`config.mk`:
```
export PLATFORM = sky130hd
export DESIGN_NAME = dial_coprocessor
export DESIGN_NICKNAME = d
export VERILOG_FILES = /design/src/rtl/dial_coprocessor.sv
export SDC_FILE = /design/constraint.sdc
export NUM_CORES = 1
export LEC_CHECK = 0
export BUFFER_PORTS_ARGS = -buffer_cell sky130_fd_sc_hd__buf_2
export CORE_ASPECT_RATIO = 1.2
export CORE_MARGIN = 2
export CORE_UTILIZATION = 40
export CTS_BUF_LIST = sky130_fd_sc_hd__clkbuf_8
export CTS_CLUSTER_SIZE = 28
export DETAILED_ROUTE_END_ITERATION = 6
export PLACE_DENSITY = 0.66
export SLEW_MARGIN = 25
export SYNTH_ARGS = -nofsm -noshare
export SYNTH_HDL_FRONTEND = slang
export SYNTH_SLANG_ARGS = --single-unit
export TNS_END_PERCENT = 10
```
`constraint.sdc`:
```
create_clock -name clk -period 7.2 [get_ports clk]
set_clock_uncertainty 0.05 [all_clocks]
set_input_delay 1.8 -clock clk [delete_from_list [all_inputs] [get_ports clk]]
set_output_delay 1.8 -clock clk [all_outputs]
set_load 0.05 [all_outputs]
```
`src/rtl/dial_coprocessor.sv`:
```
// Rotary dial coprocessor: applies L/R rotation commands to a circular dial,
// counting landings on zero and passes over zero, with a multi-cycle lap divider.
module dial_coprocessor #(
    parameter int WIDTH_DIN     = 128,
    parameter int WIDTH_DOUT    = 128,
    parameter int WIDTH_COMPUTE = 32,
    parameter int WIDTH_STEP    = 16,
    parameter int DIAL_SIZE     = 100,
    parameter int START_POS     = 50
) (
    input  logic                  clk,
    input  logic                  rst,
    input  logic [WIDTH_DIN-1:0]  din,
    input  logic                  din_valid,
    output logic                  din_ready,
    input  logic                  clear,
    input  logic [2:0]            sel,
    output logic [WIDTH_DOUT-1:0] dout,
    output logic                  dout_valid
);

    typedef enum logic [1:0] {IDLE, DIV, APPLY, DONE} state_t;

    localparam logic [WIDTH_STEP-1:0]    LP_SIZE_S  = WIDTH_STEP'(DIAL_SIZE);
    localparam logic [WIDTH_COMPUTE-1:0] LP_SIZE_C  = WIDTH_COMPUTE'(DIAL_SIZE);
    localparam logic [WIDTH_COMPUTE-1:0] LP_START_C = WIDTH_COMPUTE'(START_POS);
    localparam logic [WIDTH_COMPUTE-1:0] LP_ONE     = WIDTH_COMPUTE'(1);

    state_t                   r_state;
    state_t                   w_next;
    logic                     r_dir;
    logic [WIDTH_STEP-1:0]    r_rem;
    logic [WIDTH_DIN-1:0]     r_din;
    logic [WIDTH_COMPUTE-1:0] r_laps;
    logic [WIDTH_COMPUTE-1:0] r_pos;
    logic [WIDTH_COMPUTE-1:0] r_zero;
    logic [WIDTH_COMPUTE-1:0] r_pass;
    logic [WIDTH_COMPUTE-1:0] r_ops;

    logic                     w_rem_ge;
    logic [WIDTH_COMPUTE-1:0] w_rem_c;
    logic [WIDTH_COMPUTE-1:0] w_sum;
    logic [WIDTH_COMPUTE-1:0] w_new_pos;
    logic                     w_cross;

    assign din_ready  = (r_state == IDLE);
    assign dout_valid = (r_state == DONE);
    assign w_rem_ge   = (r_rem >= LP_SIZE_S);
    assign w_rem_c    = WIDTH_COMPUTE'(r_rem);
    assign w_sum      = r_pos + w_rem_c;

    // After the divider the remainder is below DIAL_SIZE, so one correction suffices.
    always_comb begin
        w_new_pos = r_pos;
        w_cross   = 1'b0;
        if (!r_dir) begin
            w_cross   = (w_sum >= LP_SIZE_C);
            w_new_pos = w_cross ? (w_sum - LP_SIZE_C) : w_sum;
        end else begin
            w_cross   = ((w_rem_c > r_pos) && (r_pos != '0)) ||
                        ((w_rem_c == r_pos) && (w_rem_c != '0));
            w_new_pos = (w_rem_c <= r_pos) ? (r_pos - w_rem_c)
                                           : (r_pos + LP_SIZE_C - w_rem_c);
        end
    end

    always_comb begin
        w_next = r_state;
        case (r_state)
            IDLE:    if (din_valid) w_next = DIV;
            DIV:     if (!w_rem_ge) w_next = APPLY;
            APPLY:   w_next = DONE;
            DONE:    w_next = IDLE;
            default: w_next = IDLE;
        endcase
        if (clear) w_next = IDLE;
    end

    always_ff @(posedge clk or negedge rst) begin
        if (!rst) r_state <= IDLE;
        else      r_state <= w_next;
    end

    always_ff @(posedge clk or negedge rst) begin
        if (!rst) begin
            r_dir  <= 1'b0;
            r_rem  <= '0;
            r_din  <= '0;
            r_laps <= '0;
            r_pos  <= LP_START_C;
            r_zero <= '0;
            r_pass <= '0;
            r_ops  <= '0;
        end else if (clear) begin
            r_dir  <= 1'b0;
            r_rem  <= '0;
            r_din  <= '0;
            r_laps <= '0;
            r_pos  <= LP_START_C;
            r_zero <= '0;
            r_pass <= '0;
            r_ops  <= '0;
        end else begin
            case (r_state)
                IDLE: begin
                    if (din_valid) begin
                        r_dir  <= din[WIDTH_STEP];
                        r_rem  <= din[WIDTH_STEP-1:0];
                        r_din  <= din;
                        r_laps <= '0;
                    end
                end
                DIV: begin
                    if (w_rem_ge) begin
                        r_rem  <= r_rem - LP_SIZE_S;
                        r_laps <= r_laps + LP_ONE;
                    end
                end
                APPLY: begin
                    r_pos  <= w_new_pos;
                    r_zero <= r_zero + ((w_new_pos == '0) ? LP_ONE : '0);
                    r_pass <= r_pass + r_laps + (w_cross ? LP_ONE : '0);
                    r_ops  <= r_ops + LP_ONE;
                end
                default: ;
            endcase
        end
    end

    always_comb begin
        dout = '0;
        case (sel)
            3'd0:    dout = WIDTH_DOUT'(r_din);
            3'd1:    dout = WIDTH_DOUT'(r_pos);
            3'd2:    dout = WIDTH_DOUT'(r_zero);
            3'd3:    dout = WIDTH_DOUT'(r_pass);
            3'd4:    dout = WIDTH_DOUT'(r_laps);
            3'd5:    dout = WIDTH_DOUT'(r_ops);
            default: dout = '0;
        endcase
    end

endmodule

```
==> results_tabular.tex, run 1 <==
\begin{tabular}{lr}
\hline
Metric & Value \\
\hline
\multicolumn{2}{l}{\textbf{Logic synthesis}} \\
Number of enable flip-flop cells after synthesis & 0 \\
Nets in the synthesized netlist & 3064 \\
Synthesized flop and latch total & 306 \\
Syn Inst Count & 2776 \\
Average cell area after synthesis & 8.168 µm² \\
Portion of the post-synthesis area used by sequential elements & 33.79\% \\
Number of warnings printed during yosys synthesis & 0 \\
Asr flop ratio synth & 100.0\% \\
Flip-flop cell with the highest count after synthesis & sky130\_fd\_sc\_hd\_\_dfrtp\_1 \\
Total standard cell area after synthesis & 22680 µm² \\
Number of distinct library cells after synthesis & 93 \\
\multicolumn{2}{l}{\textbf{Power}} \\
Peak ir drop on the vdd network & 372.7 µV \\
Power Total & 11.51 mW \\
P\_leak & 12.35 nW \\
Cell Pwr Density & 435.6 nW/µm² \\
\multicolumn{2}{l}{\textbf{Global routing}} \\
Global-route wire length before repair & 115400 µm \\
Number of antenna violations at the first check in global routing & 1 \\
Largest net degree at the start of global routing & 191 \\
GR Overflow Total & 0 \\
Number of global-route vias before repair & 20733 \\
Overall routing resource usage & 24.48\% \\
\multicolumn{2}{l}{\textbf{STA}} \\
Setup tns final & 0 ns \\
Final Max Tran Viols & 0 \\
Max Fclk & 146.0 MHz \\
Shortest period the worst path allows & 6.849 ns \\
Actual transition at the worst max-transition pin & 0.9451 ns \\
Final hold viol count & 0 \\
Final setup viols & 0 \\
Portion of the clock cycle consumed by the worst path in the final layout & 95.13\% \\
Tightest slew margin relative to the limit & 36.99\% \\
\multicolumn{2}{l}{\textbf{Placed design}} \\
Number of port buffers & 264 \\
Placer congestion estimate & 0.9438 \\
Detail Placement HPWL & 54340 µm \\
\multicolumn{2}{l}{\textbf{Setup path}} \\
Cell with the biggest individual delay on the critical path & sky130\_fd\_sc\_hd\_\_a311o\_2 \\
Required @ worst endpoint & 7.60 ns \\
Kind of start point of the critical path & flop \\
Endpoint class of the critical path & flop \\
Crit Path Class & reg -> reg \\
Most frequent cell on the critical path & sky130\_fd\_sc\_hd\_\_buf\_4 \\
Delay contributed by the slowest stage of the critical path & 0.46 ns \\
Arr. time, crit path & 7.25 ns \\
Largest fanout of any net on the critical path & 14 \\
\multicolumn{2}{l}{\textbf{Die}} \\
Die width & 221.4 µm \\
Std-Cell Core Area & 55980 µm² \\
Starting Density & 40.50\% \\
FP Rows & 95 \\
Overall die area & 58620 µm² \\
IO Count & 265 \\
Vert. Die Dim & 264.8 µm \\
\multicolumn{2}{l}{\textbf{Routing}} \\
Detailed-router iteration count before antenna repair & 6 \\
Count of routing violations after the opening detailed-route iteration & 1643 \\
Detailed-route via count & 21110 \\
Count of unresolved DRC violations after routing & 0 \\
Via/cell ratio & 5.566 \\
Remaining number of nets flagged by the antenna check after routing & 0 \\
DRT Wirelength & 73790 µm \\
Routed wire length per instance & 19.45 µm \\
\multicolumn{2}{l}{\textbf{Clocking}} \\
Root Driver & sky130\_fd\_sc\_hd\_\_clkbuf\_8 \\
Bufs on Longest Clock Path & 3 \\
Reg clk slew, reported paths & 0.06 ns \\
Total number of H-tree levels & 2 \\
Worst-Skew Late Latency & 0.61 ns \\
CTS tree & yes \\
Sinks on Clock Net & 306 \\
Number of hold-repair buffers added at the cts stage & 0 \\
Total CTS buffers & 51 \\
\multicolumn{2}{l}{\textbf{Finish}} \\
Final net count & 3314 \\
Fraction of final layout cells with drive strength greater than 1 & 16.84\% \\
Area added between synthesis and finish & 16.58\% \\
\multicolumn{2}{l}{\textbf{Worst hold path}} \\
Worst min-delay path class & reg -> reg \\
\multicolumn{2}{l}{\textbf{Run}} \\
MaxCap Viol Count & 0 \\
\multicolumn{2}{l}{\textbf{Outcome}} \\
Status & completed \\
\hline
\end{tabular}
## final timing paths
kind	from	to	cells after the start	slack (ns)
max in group asynchronous	rst	r_din[104]	2	4.52
min	r_din[115]	r_din[115]	2	0.42
max reg2reg	r_rem[2]	r_zero[26]	29	0.35
min in group asynchronous	rst	r_din[27]	1	1.19
max	r_rem[2]	r_zero[26]	29	0.35
min reg2reg	r_din[115]	r_din[115]	2	0.42
## where the power goes
part,total [mW],switching [mW],internal [mW]
Clock,1.86,0.773,1.09
Sequential,2.22,0.268,1.95
Combinational,7.44,4.62,2.82
## metal layers
| layer | routed length [µm] | global-route usage, % |
|---|---|---|
| met5 | 0 | 0 |
| met2 | 35360 | 42.34 |
| met1 | 30370 | 30.26 |
| met3 | 4539 | 3.525 |
| met4 | 3513 | 10.88 |
## worst max-delay path, delay by kind of cell (launching register included)
kind | cells | cell delay [ns]
AND/OR/NAND/NOR | 13 | 2.69
buffers and inverters | 6 | 0.90
XOR/XNOR | 2 | 0.35
AO/OA/AOI/OAI | 5 | 1.47
adder cells (fa/ha/maj) | 3 | 0.76
flip-flops | 1 | 0.45
## registers in the layout, indices dropped and copies added (netlist names)
signal and flops:
r_laps 32, r_ops 32, r_zero 32, r_state 2, r_pos 32, r_pass 32, r_rem 16, r_din 128
## repair_timing
item / CTS / global route
setup endpoints to repair: 4 / 21
pin swaps: 0 / 9
setup buffers: 0 / 5
resized for setup: 2 / 31
## cell usage after synthesis, types with 50 or more instances
library cell,instances,area share (%)
sky130_fd_sc_hd__nor2_1,244,4.0
sky130_fd_sc_hd__dfrtp_1,303,33
sky130_fd_sc_hd__xnor2_1,96,3.7
sky130_fd_sc_hd__inv_1,119,2.0
sky130_fd_sc_hd__a22oi_1,97,3.2
sky130_fd_sc_hd__nand2_1,415,6.9
sky130_fd_sc_hd__clkbuf_1,133,2.2
sky130_fd_sc_hd__o21ai_0,215,4.7
sky130_fd_sc_hd__a21oi_1,129,2.8
sky130_fd_sc_hd__xor2_1,86,3.3
sky130_fd_sc_hd__nand3_1,88,1.9
sky130_fd_sc_hd__nor3_1,50,1.1
sky130_fd_sc_hd__ha_1,137,7.6
sky130_fd_sc_hd__and2_1,109,3.0
## cells by family after synthesis
family                     count (synthesis)  share of synthesized area [%]
and+or+nand+nor                         1165                          24.97
AOI/OAI and AO/OA                        649                          18.42
DFF                                      306                          33.79
buffers and inverters                    276                          4.817
xor gates and xnor gates                 182                          7.030
adders and majority gates                154                          9.016
muxes                                     44                          1.959
## cell type report
| class | count | area [µm²] |
|---|---|---|
| fill | 5496 | 29550 |
| multi-input combinational | 2194 | 14130 |
| sequential | 306 | 7664 |
| timing repair buffer | 353 | 2052 |
| clock buffer | 67 | 922.1 |
| tap | 727 | 909.6 |
| inverter | 120 | 452.9 |
| clock inverter | 25 | 305.3 |
| antenna | 1 | 2.502 |
## metrics by stage
stage	utilization (%)	worst slack [ns]	hold slack [ns]	area, µm²	std cells
2_1_floorplan	-	0.7286	0.3918	22680	2776
3_3_place_gp	44.68	0.01451	0.4023	25020	3695
3_5_place_dp	44.68	-0.01585	0.4121	25020	3695
4_1_cts	46.88	0.06906	0.4269	26250	3787
5_1_grt	47.22	-0.02465	0.4436	26440	3793
6_report	47.22	0.3510	0.4182	26440	3793
## layout by cell type (no fill, tap or decap), drive strengths merged, types with 15 or more instances in the layout
master | Yosys | final
fa | 16 | 16
nand4 | 41 | 41
buf | 23 | 353
a31oi | 18 | 18
and4 | 15 | 15
nor2b | 29 | 29
a21oi | 129 | 129
mux2i | 41 | 41
a211oi | 33 | 33
nand3 | 89 | 89
a21o | 16 | 16
clkbuf | 133 | 67
and3 | 35 | 35
nor3 | 50 | 50
nand2b | 23 | 23
xnor2 | 96 | 96
o21ai | 217 | 217
or2 | 16 | 16
dfrtp | 303 | 303
nor4 | 26 | 26
a22oi | 97 | 97
and2 | 109 | 109
o21bai | 17 | 17
inv | 119 | 132
ha | 137 | 137
o211ai | 16 | 16
xor2 | 86 | 86
nor2 | 245 | 245
nand2 | 415 | 415
o31ai | 21 | 21
nor3b | 16 | 16
or3 | 30 | 30
No activity file was read; power rests on OpenSTA's default activity.
==> inputs of run 2 (changes only) <==
BUFFER_PORTS_ARGS = not set   (was -buffer_cell sky130_fd_sc_hd__buf_2)
DONT_BUFFER_PORTS = 1   (was not set)
PLACE_DENSITY = 0.62   (was 0.66)
RECOVER_POWER = 100   (was not set)
==> run 2 against run 1 <==
Effect of this change:
- the run now ends with capacitance limit, slew limit left
- design area is 4.9% lower
- critical path depth up 1
- non-clock buffer count shrank 249
- fmax down 0.28%
- via count fell by 2.7%
- register-to-register slack got worse by 0.02 ns
- sequential power is essentially flat
- power grew 1.1%
- die area unchanged
- first-iteration DRC count increased by 7.7%
- core utilization fell by 2.3 points
- clock-buffer cell count is 2 lower
- critical path type unchanged
==> results_tabular.tex, run 2 (synthesized netlist as in run 1, its figures left out) <==
\begin{tabular}{lr}
\hline
Metric & Value \\
\hline
\multicolumn{2}{l}{\textbf{Setup path}} \\
Cell with the biggest individual delay on the critical path & sky130\_fd\_sc\_hd\_\_a311o\_2 \\
Number of cells traversed by the worst register-to-register path & 30 \\
Kind of start point of the critical path & flop \\
Crit Path Class & reg -> reg \\
Required @ worst endpoint & 7.66 ns \\
Most frequent cell on the critical path & sky130\_fd\_sc\_hd\_\_buf\_4 \\
Path length in cells of the critical path & 30 \\
Number of buffer and inverter instances along the worst setup path & 6 \\
Endpoint class of the critical path & flop \\
Delay contributed by the slowest stage of the critical path & 0.52 ns \\
Slack of the worst reg-to-reg path & 0.33 ns \\
Largest fanout of any net on the critical path & 8 \\
Arr. time, crit path & 7.33 ns \\
Family of cells with the greatest summed delay on the critical path & simple AND/OR/NAND/NOR gates \\
\multicolumn{2}{l}{\textbf{Clocking}} \\
Total number of H-tree levels & 2 \\
Number of hold-repair buffers added at the cts stage & 0 \\
Worst-Skew Late Latency & 0.62 ns \\
CTS tree & yes \\
Bufs on Longest Clock Path & 3 \\
Total CTS buffers & 50 \\
Reg clk slew, reported paths & 0.07 ns \\
Root Driver & sky130\_fd\_sc\_hd\_\_clkbuf\_8 \\
Sinks on Clock Net & 306 \\
\multicolumn{2}{l}{\textbf{Finish}} \\
Fraction of final layout cells with drive strength greater than 1 & 9.304\% \\
Most frequent cells in the layout & sky130\_fd\_sc\_hd\_\_nand2\_1, sky130\_fd\_sc\_hd\_\_dfrtp\_1, sky130\_fd\_sc\_hd\_\_nor2\_1, sky130\_fd\_sc\_hd\_\_o21ai\_0, sky130\_fd\_sc\_hd\_\_ha\_1 \\
Final net count & 3064 \\
Non-filler cells in the finished layout & 3548 \\
Post-layout util & 44.90\% \\
Top register by number of flip-flops & r\_din \\
Most frequent standard cell in the layout excluding fill and tap cells & sky130\_fd\_sc\_hd\_\_nand2\_1 \\
Largest register FFs & 128 \\
Design area & 25140 µm² \\
Filler instances & 5482 \\
Area added between synthesis and finish & 10.86\% \\
\multicolumn{2}{l}{\textbf{Power}} \\
P\_leak & 11.11 nW \\
Power Total & 11.65 mW \\
Cell Pwr Density & 463.3 nW/µm² \\
Peak ir drop on the vdd network & 236.1 µV \\
\multicolumn{2}{l}{\textbf{Die}} \\
Starting Density & 40.50\% \\
Die width & 221.4 µm \\
Std-Cell Core Area & 55980 µm² \\
Overall die area & 58620 µm² \\
Vert. Die Dim & 264.8 µm \\
FP Rows & 95 \\
IO Count & 265 \\
\multicolumn{2}{l}{\textbf{Routing}} \\
DRT Wirelength & 75540 µm \\
Count of routing violations after the opening detailed-route iteration & 1770 \\
Via/cell ratio & 5.789 \\
Count of unresolved DRC violations after routing & 0 \\
Routed wire length per instance & 21.29 µm \\
Remaining number of nets flagged by the antenna check after routing & 0 \\
Detailed-router iteration count before antenna repair & 5 \\
Detailed-route via count & 20540 \\
\multicolumn{2}{l}{\textbf{STA}} \\
Shortest period the worst path allows & 6.868 ns \\
Portion of the clock cycle consumed by the worst path in the final layout & 95.39\% \\
Final setup viols & 0 \\
Final Max Tran Viols & 309 \\
Setup tns final & 0 ns \\
Tightest slew margin relative to the limit & -175.4\% \\
Final hold viol count & 0 \\
Max Fclk & 145.6 MHz \\
Actual transition at the worst max-transition pin & 4.131 ns \\
Worst-case hold slack & 0.4213 ns \\
Post-route setup slack & 0.3321 ns \\
\multicolumn{2}{l}{\textbf{Placed design}} \\
Number of port buffers & 0 \\
Detail Placement HPWL & 55160 µm \\
Placer congestion estimate & 0.9395 \\
Cell count after placement & 3441 \\
Worst slack after detailed placement & -0.3159 ns \\
DP Area & 23720 µm² \\
\multicolumn{2}{l}{\textbf{Global routing}} \\
Global-route wire length before repair & 117200 µm \\
Overall routing resource usage & 25.00\% \\
Number of antenna violations at the first check in global routing & 3 \\
GR Overflow Total & 0 \\
Largest net degree at the start of global routing & 307 \\
Number of global-route vias before repair & 20639 \\
\multicolumn{2}{l}{\textbf{Worst hold path}} \\
Number of cells on the worst hold path & 2 \\
Worst min-delay path class & reg -> reg \\
\multicolumn{2}{l}{\textbf{Outcome}} \\
Status & finished, violations left \\
Violations in the final reports & capacitance limit, slew limit \\
\multicolumn{2}{l}{\textbf{Run}} \\
MaxCap Viol Count & 2 \\
\hline
\end{tabular}
==> run 2: final timing paths <==
check | start | endpoint
hold / removal | r_din[123] | r_din[123]
setup reg to reg | r_rem[0] | r_zero[28]
hold reg to reg | r_din[123] | r_din[123]
setup / recovery | r_rem[0] | r_zero[28]
min in group asynchronous | rst | r_din[32]
max in group asynchronous | rst | r_pos[9]
==> run 2: timing repair <==
item,4_1_cts,5_1_grt
setup buffers,0,10
pin swaps,0,10
setup endpoints to repair,10,25
resized for setup,6,38
==> run 2: area by class of cell <==
cell class / count / area (µm²) / share of cell area, %
Clock inverter: 27 / 271.5 / 1.080
Tap cell: 727 / 909.6 / 3.619
Clock buffer: 65 / 894.6 / 3.559
Antenna cell: 5 / 12.51 / 0.04977
Multi-Input combinational cell: 2194 / 14170 / 56.39
Timing Repair Buffer: 104 / 759.5 / 3.021
Sequential cell: 306 / 7662 / 30.48
Inverter: 120 / 452.9 / 1.802
==> run 2: per-layer routing <==
layer | track usage (%) | vias up | wire (µm)
li1 | - | 9684 | -
met1 | 30.47 | 10011 | 30940
met2 | 43.53 | 689 | 36730
met3 | 3.824 | 156 | 4292
met5 | 0 | - | 0
met4 | 11.28 | 0 | 3575
==> run 2: worst reg2reg max path: cells and delay by family (launching register included) <==
kind | cells | cell delay [ns]
buffers and inverters | 6 | 0.85
and+or+nand+nor | 14 | 2.54
AOI/OAI and AO/OA | 5 | 1.87
DFF | 1 | 0.42
xor gates and xnor gates | 1 | 0.14
adders and majority gates | 4 | 0.90
==> run 2: power by group <==
part / switching (mW) / internal (mW)
registers: 0.288 / 1.95
clock network: 0.779 / 0.995
logic: 4.71 / 2.92
==> inputs of run 3 (changes only) <==
CORE_UTILIZATION = 48   (was 40)
PLACE_DENSITY = 0.71   (was 0.62)
==> run 3 against run 2 <==
Effect of this change:
- the flow finishes with violations (DRC, capacitance limit, slew limit)
- core utilization up 8.6 points
- die area fell by 16%
- global-route usage up 4.5 points
- via count is 1.4% higher
- non-clock buffer count grew 5
- power increased by 0.24%
- setup slack got worse by 0.067 ns
- clock-buffer cell count rose by 4
- critical endpoint is now r_zero[26]
==> results_tabular.tex, run 3 (synthesized netlist as in run 1, its figures left out) <==
\begin{tabular}{lr}
\hline
Metric & Value \\
\hline
\multicolumn{2}{l}{\textbf{Outcome}} \\
Status & finished, violations left \\
Violations in the final reports & DRC, capacitance limit, slew limit \\
\multicolumn{2}{l}{\textbf{Placed design}} \\
DP Area & 23630 µm² \\
Detail Placement HPWL & 54190 µm \\
Placer congestion estimate & 0.9478 \\
Number of port buffers & 0 \\
Worst slack after detailed placement & -0.7819 ns \\
\multicolumn{2}{l}{\textbf{Routing}} \\
Remaining number of nets flagged by the antenna check after routing & 0 \\
Routed wire length per instance & 21.37 µm \\
Detailed-router iteration count before antenna repair & 7 \\
Via/cell ratio & 6.033 \\
Count of unresolved DRC violations after routing & 4 \\
DRT Wirelength & 73770 µm \\
Detailed-route via count & 20827 \\
Count of routing violations after the opening detailed-route iteration & 1863 \\
\multicolumn{2}{l}{\textbf{Setup path}} \\
Most frequent cell on the critical path & sky130\_fd\_sc\_hd\_\_buf\_4 \\
Worst reg2reg path endpoint & r\_zero[26] \\
Kind of start point of the critical path & flop \\
Crit Path Class & reg -> reg \\
Required @ worst endpoint & 7.65 ns \\
Number of cells traversed by the worst register-to-register path & 29 \\
Delay contributed by the slowest stage of the critical path & 0.61 ns \\
Slack of the worst reg-to-reg path & 0.26 ns \\
Cell with the biggest individual delay on the critical path & sky130\_fd\_sc\_hd\_\_or4\_1 \\
Arr. time, crit path & 7.39 ns \\
Largest fanout of any net on the critical path & 7 \\
Startpoint of the worst register-to-register path & r\_pos[11] \\
Endpoint class of the critical path & flop \\
\multicolumn{2}{l}{\textbf{Clocking}} \\
Bufs on Longest Clock Path & 3 \\
Total CTS buffers & 52 \\
CTS tree & yes \\
Reg clk slew, reported paths & 0.06 ns \\
Sinks on Clock Net & 306 \\
Total number of H-tree levels & 2 \\
Number of hold-repair buffers added at the cts stage & 0 \\
Worst-Skew Late Latency & 0.62 ns \\
Root Driver & sky130\_fd\_sc\_hd\_\_clkbuf\_8 \\
\multicolumn{2}{l}{\textbf{Global routing}} \\
Overall routing resource usage & 29.46\% \\
Largest net degree at the start of global routing & 307 \\
Global-route wire length before repair & 114900 µm \\
Number of antenna violations at the first check in global routing & 3 \\
Number of global-route vias before repair & 20618 \\
GR Overflow Total & 0 \\
\multicolumn{2}{l}{\textbf{Finish}} \\
Area of combinational cells with multiple inputs & 14170 µm² \\
Top register by number of flip-flops & r\_din \\
Filler instances & 4328 \\
Most frequent cells in the layout & sky130\_fd\_sc\_hd\_\_nand2\_1, sky130\_fd\_sc\_hd\_\_dfrtp\_1, sky130\_fd\_sc\_hd\_\_nor2\_1, sky130\_fd\_sc\_hd\_\_o21ai\_0, sky130\_fd\_sc\_hd\_\_ha\_1 \\
Most frequent standard cell in the layout excluding fill and tap cells & sky130\_fd\_sc\_hd\_\_nand2\_1 \\
FF+latch area & 7665 µm² \\
Fraction of final layout cells with drive strength greater than 1 & 9.943\% \\
Largest register FFs & 128 \\
Design area & 25070 µm² \\
Final net count & 3071 \\
Area added between synthesis and finish & 10.54\% \\
\multicolumn{2}{l}{\textbf{Run}} \\
MaxCap Viol Count & 2 \\
\multicolumn{2}{l}{\textbf{Power}} \\
Portion of total power attributed to combinational logic & 65.9\% \\
Power Total & 11.67 mW \\
Peak ir drop on the vdd network & 258.2 µV \\
Share of power burned in registers & 19.0\% \\
P\_leak & 11.18 nW \\
Cell Pwr Density & 465.8 nW/µm² \\
Clock share of power & 15.1\% \\
Switching power share of the total & 49.30\% \\
Net switching power of the design & 5.755 mW \\
Cell Int Power & 5.920 mW \\
\multicolumn{2}{l}{\textbf{STA}} \\
Final hold viol count & 0 \\
Portion of the clock cycle consumed by the worst path in the final layout & 96.32\% \\
Tightest slew margin relative to the limit & -174.3\% \\
Max Fclk & 144.2 MHz \\
Post-route setup slack & 0.2649 ns \\
Final Max Tran Viols & 304 \\
Unrepaired setup endpoints after global routing & yes \\
Setup tns final & 0 ns \\
Final setup viols & 0 \\
Actual transition at the worst max-transition pin & 4.115 ns \\
Shortest period the worst path allows & 6.935 ns \\
\multicolumn{2}{l}{\textbf{Die}} \\
Vert. Die Dim & 242.1 µm \\
Die width & 202.4 µm \\
Overall die area & 49000 µm² \\
Std-Cell Core Area & 46810 µm² \\
IO Count & 265 \\
Starting Density & 48.44\% \\
FP Rows & 87 \\
\multicolumn{2}{l}{\textbf{Worst hold path}} \\
Worst min-delay path class & reg -> reg \\
Worst hold start & r\_din[46] \\
Worst-case hold path end point & r\_din[46] \\
Number of cells on the worst hold path & 2 \\
\hline
\end{tabular}
[run 3: routing by layer]
| layer | GRT usage (%) | vias up | part of all wire (%) |
|---|---|---|---|
| met4 | 16.27 | 2 | 5.9 |
| met1 | 36.73 | 10064 | 40 |
| li1 | - | 9705 | - |
| met3 | 4.358 | 201 | 6.7 |
| met5 | 0 | - | 0.018 |
| met2 | 48.96 | 855 | 48 |
[run 3: area by class of cell]
class,count,share of cell area [%]
well taps,623,3.110
multi-input cells,2194,56.52
flip-flops and latches,306,30.58
diodes,3,0.02995
repair buffers,109,3.250
clock inverters,28,0.9135
clock buffers,69,3.789
inverters,120,1.807
[run 3: repair_timing]
action	4_1_cts	5_1_grt
endpoints found under the setup margin	23	21
pin swaps	3	13
resized for setup	12	38
buffers inserted	2	9
[run 3: through the flow]
step / hold WS (ns) / std cells / util (%)
floorplan: 0.3918 / 2776 / -
global placement: 0.4041 / 3340 / 50.46
detailed placement: 0.4128 / 3341 / 50.48
CTS: 0.4266 / 3440 / 53.17
global route: 0.4537 / 3452 / 53.55
finish: 0.4220 / 3452 / 53.55
[run 3: worst max path at each step]
stage,endpoint,start,slack (ns),depth (start not counted)
2_1_floorplan,r_pass[28],r_rem[5],0.73,31
3_3_place_gp,r_zero[28],r_pos[1],-0.63,29
3_5_place_dp,r_zero[26],r_pos[1],-0.78,28
4_1_cts,r_zero[26],r_pos[1],0.02,29
5_1_grt,r_zero[26],r_rem[7],-0.01,28
6_report,r_zero[26],r_pos[11],0.26,29
[run 3: critical path: cells and delay by family (launching register included)]
family / cells / cell delay [ns]
buffers and inverters: 6 / 0.95
DFF: 1 / 0.43
xor gates and xnor gates: 1 / 0.16
adders and majority gates: 3 / 0.68
AOI/OAI and AO/OA: 3 / 0.82
and+or+nand+nor: 16 / 3.70
[run 3: power groups by stage]
stage / sequential, mW / clock, mW / combinational, mW
floorplan: 2.15 / 0 / 5.01
global placement: 2.22 / 0 / 7.09
detailed placement: 2.23 / 0 / 7.18
CTS: 2.21 / 1.78 / 7.34
global route: 2.25 / 1.86 / 8.32
finish: 2.22 / 1.76 / 7.70
